### config.mk
export PLATFORM = sky130hd
export DESIGN_NAME = native_rr_arbiter
export DESIGN_NICKNAME = d
export VERILOG_FILES = /design/src/rtl/native_rr_arbiter.sv
export SDC_FILE = /design/constraint.sdc
export NUM_CORES = 1
export LEC_CHECK = 0
export CELL_PAD_IN_SITES_DETAIL_PLACEMENT = 0
export CELL_PAD_IN_SITES_GLOBAL_PLACEMENT = 1
export CORE_AREA = 2 2 107 109
export DETAILED_ROUTE_END_ITERATION = 10
export DIE_AREA = 0 0 109 111
export DONT_BUFFER_PORTS = 1
export PLACE_DENSITY_LB_ADDON = 0.12
export SYNTH_ARGS = -nofsm -noshare
export SYNTH_HDL_FRONTEND = slang
export SYNTH_SLANG_ARGS = --single-unit
### constraint.sdc
create_clock -name clk -period 2.8 [get_ports clk]
set_clock_uncertainty 0.15 [all_clocks]
set_input_delay 0.7 -clock clk [delete_from_list [all_inputs] [get_ports clk]]
set_output_delay 0.7 -clock clk [all_outputs]
set_load 0.03 [all_outputs]
### src/rtl/native_rr_arbiter.sv
// Round-robin arbiter sharing one native valid/ready slave among N_MASTERS masters, one transaction at a time.
// Optional slave-ready watchdog is enabled by defining NATIVE_ARB_TIMEOUT_EN.
module native_rr_arbiter #(
  parameter int N_MASTERS  = 2,
  parameter int ADDR_WIDTH = 32,
  parameter int DATA_WIDTH = 32,
  parameter int STRB_WIDTH = DATA_WIDTH / 8,
  parameter int GRANT_W    = $clog2(N_MASTERS),
  parameter int TIMEOUT    = 255
) (
  input  logic                             clk,
  input  logic                             rst,
  input  logic [N_MASTERS-1:0]             m_valid,
  output logic [N_MASTERS-1:0]             m_ready,
  input  logic [N_MASTERS*ADDR_WIDTH-1:0]  m_addr,
  input  logic [N_MASTERS*DATA_WIDTH-1:0]  m_wdata,
  input  logic [N_MASTERS*STRB_WIDTH-1:0]  m_wstrb,
  output logic [DATA_WIDTH-1:0]            m_rdata,
  output logic                             s_valid,
  input  logic                             s_ready,
  output logic [ADDR_WIDTH-1:0]            s_addr,
  output logic [DATA_WIDTH-1:0]            s_wdata,
  output logic [STRB_WIDTH-1:0]            s_wstrb,
  input  logic [DATA_WIDTH-1:0]            s_rdata,
  output logic [GRANT_W-1:0]               grant,
  output logic                             busy,
  output logic                             timeout_err
);

  typedef enum logic {IDLE, BUSY} state_t;

  state_t             state_q, state_d;
  logic [GRANT_W-1:0] grant_q, grant_d;
  logic [GRANT_W-1:0] rr_ptr_q, rr_ptr_d;
  logic [GRANT_W-1:0] pick, cand, grant_inc;
  logic               found, gnt_valid, complete, expire;

`ifdef NATIVE_ARB_TIMEOUT_EN
  localparam int CNT_W = 16;
  logic [CNT_W-1:0] cnt_q, cnt_d;
  logic             timeout_err_q, timeout_err_d;
`endif

  // First requester at or after rr_ptr, wrapping around.
  always_comb begin
    pick  = rr_ptr_q;
    cand  = rr_ptr_q;
    found = 1'b0;
    for (int i = 0; i < N_MASTERS; i++) begin
      cand = GRANT_W'((int'(rr_ptr_q) + i) % N_MASTERS);
      if (!found && m_valid[cand]) begin
        pick  = cand;
        found = 1'b1;
      end
    end
  end

  assign grant_inc = (grant_q == GRANT_W'(N_MASTERS - 1)) ? '0 : grant_q + GRANT_W'(1);
  assign gnt_valid = m_valid[grant_q];
  assign complete  = (state_q == BUSY) && gnt_valid && s_ready;

`ifdef NATIVE_ARB_TIMEOUT_EN
  assign expire      = (state_q == BUSY) && gnt_valid && !s_ready && (cnt_q == CNT_W'(TIMEOUT));
  assign timeout_err = timeout_err_q;
`else
  assign expire      = 1'b0;
  assign timeout_err = 1'b0;
`endif

  always_ff @(posedge clk) begin
    if (rst) begin
      state_q  <= IDLE;
      grant_q  <= '0;
      rr_ptr_q <= '0;
`ifdef NATIVE_ARB_TIMEOUT_EN
      cnt_q         <= '0;
      timeout_err_q <= 1'b0;
`endif
    end else begin
      state_q  <= state_d;
      grant_q  <= grant_d;
      rr_ptr_q <= rr_ptr_d;
`ifdef NATIVE_ARB_TIMEOUT_EN
      cnt_q         <= cnt_d;
      timeout_err_q <= timeout_err_d;
`endif
    end
  end

  always_comb begin
    state_d  = state_q;
    grant_d  = grant_q;
    rr_ptr_d = rr_ptr_q;
`ifdef NATIVE_ARB_TIMEOUT_EN
    cnt_d         = '0;
    timeout_err_d = timeout_err_q | expire;
`endif
    case (state_q)
      IDLE: begin
        if (|m_valid) begin
          grant_d = pick;
          state_d = BUSY;
        end
      end
      BUSY: begin
`ifdef NATIVE_ARB_TIMEOUT_EN
        cnt_d = s_ready ? cnt_q : cnt_q + CNT_W'(1);
`endif
        if (complete || expire) begin
          rr_ptr_d = grant_inc;
          state_d  = IDLE;
        end else if (!gnt_valid) begin
          // Owner withdrew without completion: abandon without advancing fairness.
          state_d = IDLE;
        end
      end
      default: state_d = IDLE;
    endcase
  end

  always_comb begin
    m_ready = '0;
    s_valid = 1'b0;
    s_addr  = '0;
    s_wdata = '0;
    s_wstrb = '0;
    m_rdata = s_rdata;
    if (state_q == BUSY && !rst) begin
      s_valid = gnt_valid;
      for (int i = 0; i < N_MASTERS; i++) begin
        if (grant_q == GRANT_W'(i)) begin
          s_addr  = m_addr[i*ADDR_WIDTH +: ADDR_WIDTH];
          s_wdata = m_wdata[i*DATA_WIDTH +: DATA_WIDTH];
          s_wstrb = m_wstrb[i*STRB_WIDTH +: STRB_WIDTH];
        end
      end
      m_ready[grant_q] = complete || expire;
      if (expire) m_rdata = '0;
    end
  end

  assign grant = grant_q;
  assign busy  = (state_q == BUSY);

endmodule

==> results.md, run 1 <==
- Nets@finish: 412
- H-tree depth: 1
- Syn Area/Cell: 7.42 µm²
- Hold Path Origin: rr_ptr_q$_SDFFE_PP0P_
- Setup TNS Final: 0 ps
- CTS resizes: 0
- Global-route wire length before repair: 6.69 mm
- Post-CTS setup buffers: 0
- Worst-Skew Late Latency: 230 ps
- Register area share after synthesis: 3.89%
- Vias in the first global route: 1381
- Filler Cells Inserted: 1268
- P&R area growth vs syn: 27.9%
- Post-placement setup slack: 436 ps
- Hold-fix buffers, CTS: 0
- Chip height: 111 µm
- Fin. max-slew vios: 0
- DRC Markers: 0
- CP max FO: 33
- Dpl cells: 377
- Largest net degree at the start of global routing: 38
- Yosys reg bits: 3
- CTS Buf Count: 3
- Io pins: 279
- Final period utilization: 84.0%
- Post-synth EDFFs: 0
- Reg-to-Reg End: busy$_SDFF_PP0_
- Most frequent cell after synthesis: nor2_1
- Min Hold Slack: 390 ps
- Internal reg-to-reg setup slack: 1380 ps
- Clock buffer depth: 2
- Fin crit period: 2350 ps
- Layout cells sized above 1: 34.5%
- FF-to-FF path depth: 4
- PortBufs: 0
- Dominant synthesized flop cell: dfxtp_1
- Fin worst setup slack: 448 ps
- Mapped cell area: 0.00154 mm²
- WHS Path Cells: 2
- Synth top area share: 44.8%
- Row count: 39
- Post-synth top area cell: mux2i_1
- Most frequent cells after synthesis: nor2_1 (72), mux2i_1 (69), buf_4 (34)
- Distinct cells, synth: 19
- Total number of vias: 1527
- Power per cell area: 319 mW/mm²
- Die width: 109 µm
- CTS clk-pin slew, worst paths: 30 ps
- Final-report setup violation count: 0
- Initial DRC Count: 33
- Core area: 0.0111 mm²
- Crit end category: output pin
- Hold EP: rr_ptr_q$_SDFFE_PP0P_
- CP arrival: 1500 ps
- CTS tree: done
- Synthesis Warnings: 0
- Clock tree root buffer cell: clkbuf_16
- Initial DRT Pass Iterations: 3
- Post-DP HPWL: 4.09 mm
- Synth Net Count: 381
- Antenna-violating nets left: 0
- Worst r2r src: grant$_SDFFE_PP0P_
- Max Cap Violations: 0
- Synth Instances: 208
- Post-Layout Cell Count: 381
- Total GRT Usage: 7.02%
- Status: finished clean
- Global route overflow: 0
- Critical Path Start Type: primary input
- Vias per inst: 4.01
- Ys async rst share: 0%
- N_diodes: 0
- Fin. Hold Viols: 0
- Maximum VDD drop: 0.000181 V
- Worst min path class: register to register
- Initial antenna violation count: 0
- Initial Utilization: 13.9%
- CP Class: primary input to output pin
- GP Congestion: 0.664
- Required time of the worst setup path: 1950 ps
- Fmax: 0.425 GHz
- Total wire length: 4.84 mm
- Per-cell routed wire length: 12.7 µm
- Worst Setup SP: rst
- Clk sinks: 3
- RSZ-0062 raised after global routing: no
- Leak Pwr: 0.822 nW
- Ranking of synthesized cells by area: mux2i_1 (45%), nor2_1 (18%), buf_4 (17%)
- Die Area: 0.0121 mm²
## sequential cells by signal, summed over array words and instances, names as in the netlist
register and cells:
busy 1, grant 1, rr_ptr_q 1
## cell families after synthesis
family / after synthesis / share of synthesized area (%)
simple gates: 78 / 20.2
mux: 69 / 44.8
buf+inv: 51 / 28.2
compound gates: 6 / 2.68
flops: 3 / 3.89
other cells: 1 / 0.243
## placed cells by master, fill, tap and decap left out, drive strengths merged
cell and instances:
a31oi 1, inv 2, nand2 2, clkbuf 4, nand2b 1, nor3 1, o22a 1, dfxtp 3
nor2 72, mux2i 69, a21oi 1, o211ai 1, buf 75, o21ai 1, conb 1, a2bb2oi 1
nor4 1, nand3 1
## final cells by class
class / count / area [µm²] / share of cell area (%)
Clock buffer: 4 / 78.8 / 3.99
Inverter: 2 / 7.51 / 0.380
Multi-Input combinational cell: 154 / 1060 / 53.5
Sequential cell: 3 / 63.8 / 3.23
Tap cell: 143 / 179 / 9.07
Timing Repair Buffer: 75 / 588 / 29.8
## worst max-delay path, cell delays in order
cell	delay, ps
nand2b_2	160
buf_4	240
nor3_4	390
## power breakdown
group / leakage, nW / total [mW] / internal [mW] / switching [mW]
sequential: 0.0255 / 0.0538 / 0.0473 / 0.00649
combinational: 0.758 / 0.347 / 0.141 / 0.206
clock: 0.0382 / 0.230 / 0.188 / 0.0415
## layer usage
metal,up-vias,global-route usage (%),part of all wire (%)
met5,-,0,0
met2,117,14.1,56
met3,23,1.76,11
li1,716,-,-
met1,671,6.16,30
met4,0,3.42,3.1
## through the flow
| stage | power [mW] | area [µm²] | util [%] |
|---|---|---|---|
| 3_3_place_gp | 0.411 | 1890 | 17.1 |
| 3_5_place_dp | 0.406 | 1890 | 17.1 |
| 6_report | 0.630 | 1970 | 17.8 |
| 2_1_floorplan | 0.418 | 1540 | - |
| 4_1_cts | 0.641 | 1970 | 17.8 |
| 5_1_grt | 0.670 | 1970 | 17.8 |
## how the worst max path moves through the flow
stage / slack [ps] / endpoint / cells past startpoint
after floorplan: 210 / m_ready[0] / 3
after global placement: 420 / m_ready[1] / 3
after detailed placement: 440 / m_ready[1] / 3
after CTS: 420 / m_ready[1] / 3
after global routing: 390 / m_ready[1] / 3
final: 450 / m_ready[1] / 3
No activity file was read; power rests on OpenSTA's default activity.
==> inputs of run 2 (changes only) <==
Settings changed: CORE_AREA 2 2 107 109 to 2 2 109 111, DIE_AREA 0 0 109 111 to 0 0 111 113.
Clock period 2.8 ns to 2.4 ns, I/O delays scaled along.
==> run 2 against run 1 <==
  * Worst setup slack got worse by 230 ps
  * Clock-buffer cell count did not move
  * Non-clock buffer count did not move
  * Hold slack got worse by 100 ps
  * Largest cell class unchanged
  * Largest power group unchanged
==> results.md, run 2 (synthesized netlist as in run 1, its figures left out) <==
- GR Util met3: 2.20% (+0.43 points)
- Worst Setup SP: busy$_SDFF_PP0_
- Commonest non-fill, non-tap cells in the layout: nor2_1 (72), buf_4 (71), mux2i_1 (69)
- Met2 Use GR: 13.6% (-0.50 points)
- Post-CTS setup buffers: 0 (unchanged)
- Nets@finish: 412 (unchanged)
- Max Cap Violations: 0 (unchanged)
- Core area: 0.0113 mm² (+1.8%)
- Row count: 39 (unchanged)
- PortBufs: 0 (unchanged)
- Post-Layout Cell Count: 381 (unchanged)
- CP Cell Sequence: nand2b_2 -> buf_12 -> nor3_4 -> buf_12
- CTS resizes: 0 (unchanged)
- Status: finished clean
- CTS clk-pin slew, worst paths: 30 ps (about the same)
- Required time of the worst setup path: 1650 ps (-300 ps)
- Setup TNS Final: 0 ps (unchanged)
- Fmax: 0.458 GHz
- Worst min path class: primary input to register
- Clock buffer depth: 2 (unchanged)
- Crit-path leading delay family: flip-flops
- RSZ-0062 raised after global routing: no
- Reg-to-Reg End: busy$_SDFF_PP0_
- Per-cell routed wire length: 12.8 µm (+0.74%)
- CP max FO: 70 (+110%)
- Fin. max-slew vios: 0 (unchanged)
- H-tree depth: 1 (unchanged)
- FF-to-FF path depth: 4 (unchanged)
- CTS tree: done
- Initial DRT Pass Iterations: 2 (-1)
- Global route overflow: 0 (unchanged)
- Antenna-violating nets left: 0 (unchanged)
- Vias per inst: 3.91 (-2.4%)
- Final period utilization: 91.0%
- Initial Utilization: 13.7% (-0.24 points)
- Hold Path Origin: rst
- Clk sinks: 3 (unchanged)
- Global-route wire length before repair: 6.73 mm (+0.61%)
- Total power: 732 µW (+16%)
- Fin. Hold Viols: 0 (unchanged)
- Post-placement setup slack: 248 ps (-187 ps)
- WHS Path Cells: 1 (-1)
- Slowest cell on crit path: dfxtp_1
- Filler Cells Inserted: 1274 (+0.47%)
- Initial DRC Count: 30 (-9.1%)
- Leading cell type in the layout, fill and taps excluded: nor2_1
- P&R area growth vs syn: 29.5%
- CP arrival: 1430 ps (-70 ps)
- Fin worst setup slack: 216 ps (-232 ps)
- Total GRT Usage: 6.80% (-0.22 points)
- Largest net degree at the start of global routing: 71 (+87%)
- Total number of vias: 1490 (-2.4%)
- Die Area: 0.0125 mm² (+3.7%)
- Worst r2r src: grant$_SDFFE_PP0P_
- Worst-Skew Late Latency: 220 ps (about the same)
- Maximum VDD drop: 0.000242 V (+34%)
- Final-report setup violation count: 0 (unchanged)
- N_diodes: 0 (unchanged)
- Leak Pwr: 0.832 nW (+1.2%)
- CTS Buf Count: 3 (unchanged)
- Clock tree root buffer cell: clkbuf_16
- CP most frequent cell: buf_12
- Crit end category: output pin
- CP Class: register to output pin
- Hold EP: grant$_SDFFE_PP0P_
- Initial antenna violation count: 0 (unchanged)
- Vias in the first global route: 1333 (-3.5%)
- Total wire length: 4.88 mm (+0.74%)
- Die width: 111 µm (+1.8%)
- Hold-fix buffers, CTS: 0 (unchanged)
- Post-DP HPWL: 4.07 mm (-0.38%)
- Layout cells sized above 1: 34.5% (unchanged)
- Fin crit period: 2180 ps
- Io pins: 279 (unchanged)
- Min Hold Slack: 288 ps (-102 ps)
- Internal reg-to-reg setup slack: 1040 ps (-340 ps)
- DRC Markers: 0 (unchanged)
- GRT Max-Usage Layer: met2
- Met1 usage: 5.93% (-0.23 points)
- Power per cell area: 367 mW/mm² (+15%)
- Critical Path Start Type: register
- Max stage delay on crit path: 480 ps (+90 ps)
- Chip height: 113 µm (+1.8%)
- GP Congestion: 0.651 (-1.9%)
- Dpl cells: 377 (unchanged)
- Buf/Inv on CP: 2 (+1)
## run 2: cell count changes in the layout (fill, tap and decap cells not counted)
cell    delta
buf_4      -2
buf_12     +2
## run 2: routing by layer
metal | vias to the layer above | part of all wire (%)
li1 | 719 | -
met2 | 125 | 57
met1 | 627 | 29
met5 | - | 0
met4 | 0 | 3.3
met3 | 19 | 11
## run 2: layout make-up
class	instances	area [µm²]	area share (%)
repair buffers	75	613	30.7
well taps	143	179	8.95
flip-flops and latches	3	63.8	3.19
inverters	2	7.51	0.376
multi-input cells	154	1060	52.8
clock buffers	4	78.8	3.94
## run 2: per-stage QoR
stage	cell area, µm²	utilization, %
finish	2000	17.7
global route	2000	17.7
CTS	2000	17.7
detailed placement	1920	17.0
global placement	1920	17.0
floorplan	1550	-
## run 2: how the worst max path moves through the flow
| stage | depth (start not counted) | slack, ps | end |
|---|---|---|---|
| after floorplan | 4 | 180 | s_wdata[0] |
| after global placement | 4 | 250 | m_ready[1] |
| after detailed placement | 4 | 250 | m_ready[1] |
| after CTS | 4 | 180 | m_ready[1] |
| after global routing | 4 | 120 | m_ready[1] |
| final | 4 | 220 | m_ready[1] |
## run 2: report_power, final
part / switching, mW / total [mW] / internal [mW]
Sequential: 0.00729 / 0.0625 / 0.0552
Combinational: 0.241 / 0.407 / 0.166
Clock: 0.0443 / 0.263 / 0.219
Total: 0.293 / 0.732 / 0.440
==> inputs of run 3 (changes only) <==
Settings changed: CORE_AREA 2 2 109 111 to 2 2 107 109, DIE_AREA 0 0 111 113 to 0 0 109 111.
Clock period 2.4 ns to 2.71 ns, I/O delays scaled along.
==> run 3 against run 2 <==
  * Flip-flop and latch count unchanged
  * Combinational power fell by 13%
  * Die area down 3.5%
  * Clock-buffer cell count unchanged
  * Global-route usage grew 0.089 points
  * First-iteration DRC count down 10%
  * Cell area fell by 1.3%
  * Critical endpoint is now s_valid
==> results.md, run 3 (synthesized netlist as in run 1, its figures left out) <==
- Status: finished clean
- Core Util, Final: 17.8% (+0.087 points)
- Crit end category: output pin
- Initial antenna violation count: 0 (unchanged)
- CTS tree: done
- Leak Pwr: 0.822 nW (-1.2%)
- Hold-fix buffers, CTS: 0 (unchanged)
- Initial DRC Count: 27 (-10%)
- WHS Path Cells: 1 (unchanged)
- Total GRT Usage: 6.89% (+0.089 points)
- CTS Buf Count: 3 (unchanged)
- CP Class: register to output pin
- CTS clk-pin slew, worst paths: 30 ps (about the same)
- FF-to-FF path depth: 4 (unchanged)
- Critical Path Start Type: register
- Worst setup path end: s_valid
- Core area: 0.0111 mm² (-1.7%)
- P&R area growth vs syn: 27.9%
- DRC Markers: 0 (unchanged)
- CP max FO: 33 (-53%)
- RSZ-0062 raised after global routing: no
- Fin crit period: 2340 ps
- CP arrival: 1510 ps (+80 ps)
- Worst-Skew Late Latency: 220 ps (about the same)
- Clock tree root buffer cell: clkbuf_16
- N_diodes: 0 (unchanged)
- Min Hold Slack: 371 ps (+83.7 ps)
- Per-cell routed wire length: 12.8 µm (+0.39%)
- Initial DRT Pass Iterations: 3 (+1)
- Die width: 109 µm (-1.8%)
- CTS resizes: 0 (unchanged)
- Total wire length: 4.90 mm (+0.39%)
- Leading cell type in the layout, fill and taps excluded: buf_4
- Setup TNS Final: 0 ps (unchanged)
- Clk sinks: 3 (unchanged)
- Fin. Hold Viols: 0 (unchanged)
- Row count: 39 (unchanged)
- Chip height: 111 µm (-1.8%)
- Global-route wire length before repair: 6.49 mm (-3.5%)
- Global route overflow: 0 (unchanged)
- Fin area: 0.00197 mm² (-1.3%)
- Vias in the first global route: 1298 (-2.6%)
- Maximum VDD drop: 0.000183 V (-24%)
- Die Area: 0.0121 mm² (-3.5%)
- Io pins: 279 (unchanged)
- H-tree depth: 1 (unchanged)
- GR Util met3: 1.65% (-0.55 points)
- PortBufs: 0 (unchanged)
- Total number of vias: 1487 (-0.20%)
- Final-report setup violation count: 0 (unchanged)
- Nets@finish: 412 (unchanged)
- Power per cell area: 329 mW/mm² (-10%)
- Reg-to-Reg End: busy$_SDFF_PP0_
- Final period utilization: 86.3%
- Post-CTS setup buffers: 0 (unchanged)
- Internal reg-to-reg setup slack: 1170 ps (+130 ps)
- Placed Area: 0.00189 mm² (-1.3%)
- Worst min path class: primary input to register
- Initial Utilization: 13.9% (+0.24 points)
- Vias per inst: 3.90 (-0.20%)
- Met1 usage: 5.66% (-0.27 points)
- Layout cells sized above 1: 34.5% (unchanged)
- Max Cap Violations: 0 (unchanged)
- Antenna-violating nets left: 0 (unchanged)
- Largest net degree at the start of global routing: 38 (-46%)
- Fmax: 0.428 GHz
- Worst Setup SP: grant$_SDFFE_PP0P_
- Worst r2r src: grant$_SDFFE_PP0P_
- Commonest non-fill, non-tap cells in the layout: buf_4 (73), nor2_1 (72), mux2i_1 (69)
- GRT Max-Usage Layer: met2
- Post-DP HPWL: 4.16 mm (+2.2%)
- Fin. max-slew vios: 0 (unchanged)
- Clock buffer depth: 2 (unchanged)
- Required time of the worst setup path: 1880 ps (+230 ps)
- Met2 Use GR: 14.3% (+0.71 points)
- GP Congestion: 0.676 (+3.7%)
[run 3: changes by cell type in the layout (fill, tap and decap cells not counted)]
cell    change
buf_4       +2
buf_12      -2
[run 3: layout make-up]
cell class / count / area (µm²)
flip-flops and latches: 3 / 63.8
repair buffers: 75 / 588
clock buffers: 4 / 78.8
inverters: 2 / 7.51
fillers: 1248 / 9100
well taps: 143 / 179
multi-input cells: 154 / 1060
[run 3: worst max-delay path, cell delays in order, from the launching register on]
cell     delay (ps)
dfxtp_4         470
buf_12          260
mux2i_1         300
nor2_1           60
buf_4           180
[run 3: where the power goes]
part | switching (mW) | internal, mW | leakage [nW]
sequential | 0.0114 | 0.0489 | 0.0255
combinational | 0.210 | 0.145 | 0.758
clock | 0.0394 | 0.194 | 0.0382
total | 0.260 | 0.388 | 0.822
[run 3: worst min path at each step]
stage / startpoint / to / slack [ps]
floorplan: rr_ptr_q$_SDFFE_PP0P_ / rr_ptr_q$_SDFFE_PP0P_ / 330
global placement: rr_ptr_q$_SDFFE_PP0P_ / rr_ptr_q$_SDFFE_PP0P_ / 410
detailed placement: rr_ptr_q$_SDFFE_PP0P_ / rr_ptr_q$_SDFFE_PP0P_ / 370
CTS: rst / grant$_SDFFE_PP0P_ / 370
global route: rst / grant$_SDFFE_PP0P_ / 370
finish: rst / grant$_SDFFE_PP0P_ / 370
[run 3: metal layers]
| metal | routed length, µm | vias up | share of wire [%] |
|---|---|---|---|
| met1 | 1440 | 634 | 29 |
| met2 | 2790 | 114 | 57 |
| met4 | 119 | 0 | 2.4 |
| met3 | 546 | 18 | 11 |
| met5 | 0 | - | 0 |
| li1 | - | 721 | - |
[run 3: metrics by stage]
stage / power (mW) / setup WS (ps) / std cells
finish: 0.648 / 371 / 381
global route: 0.687 / 274 / 381
CTS: 0.661 / 334 / 381
detailed placement: 0.421 / 381 / 377
global placement: 0.425 / 375 / 377
floorplan: 0.431 / 143 / 208
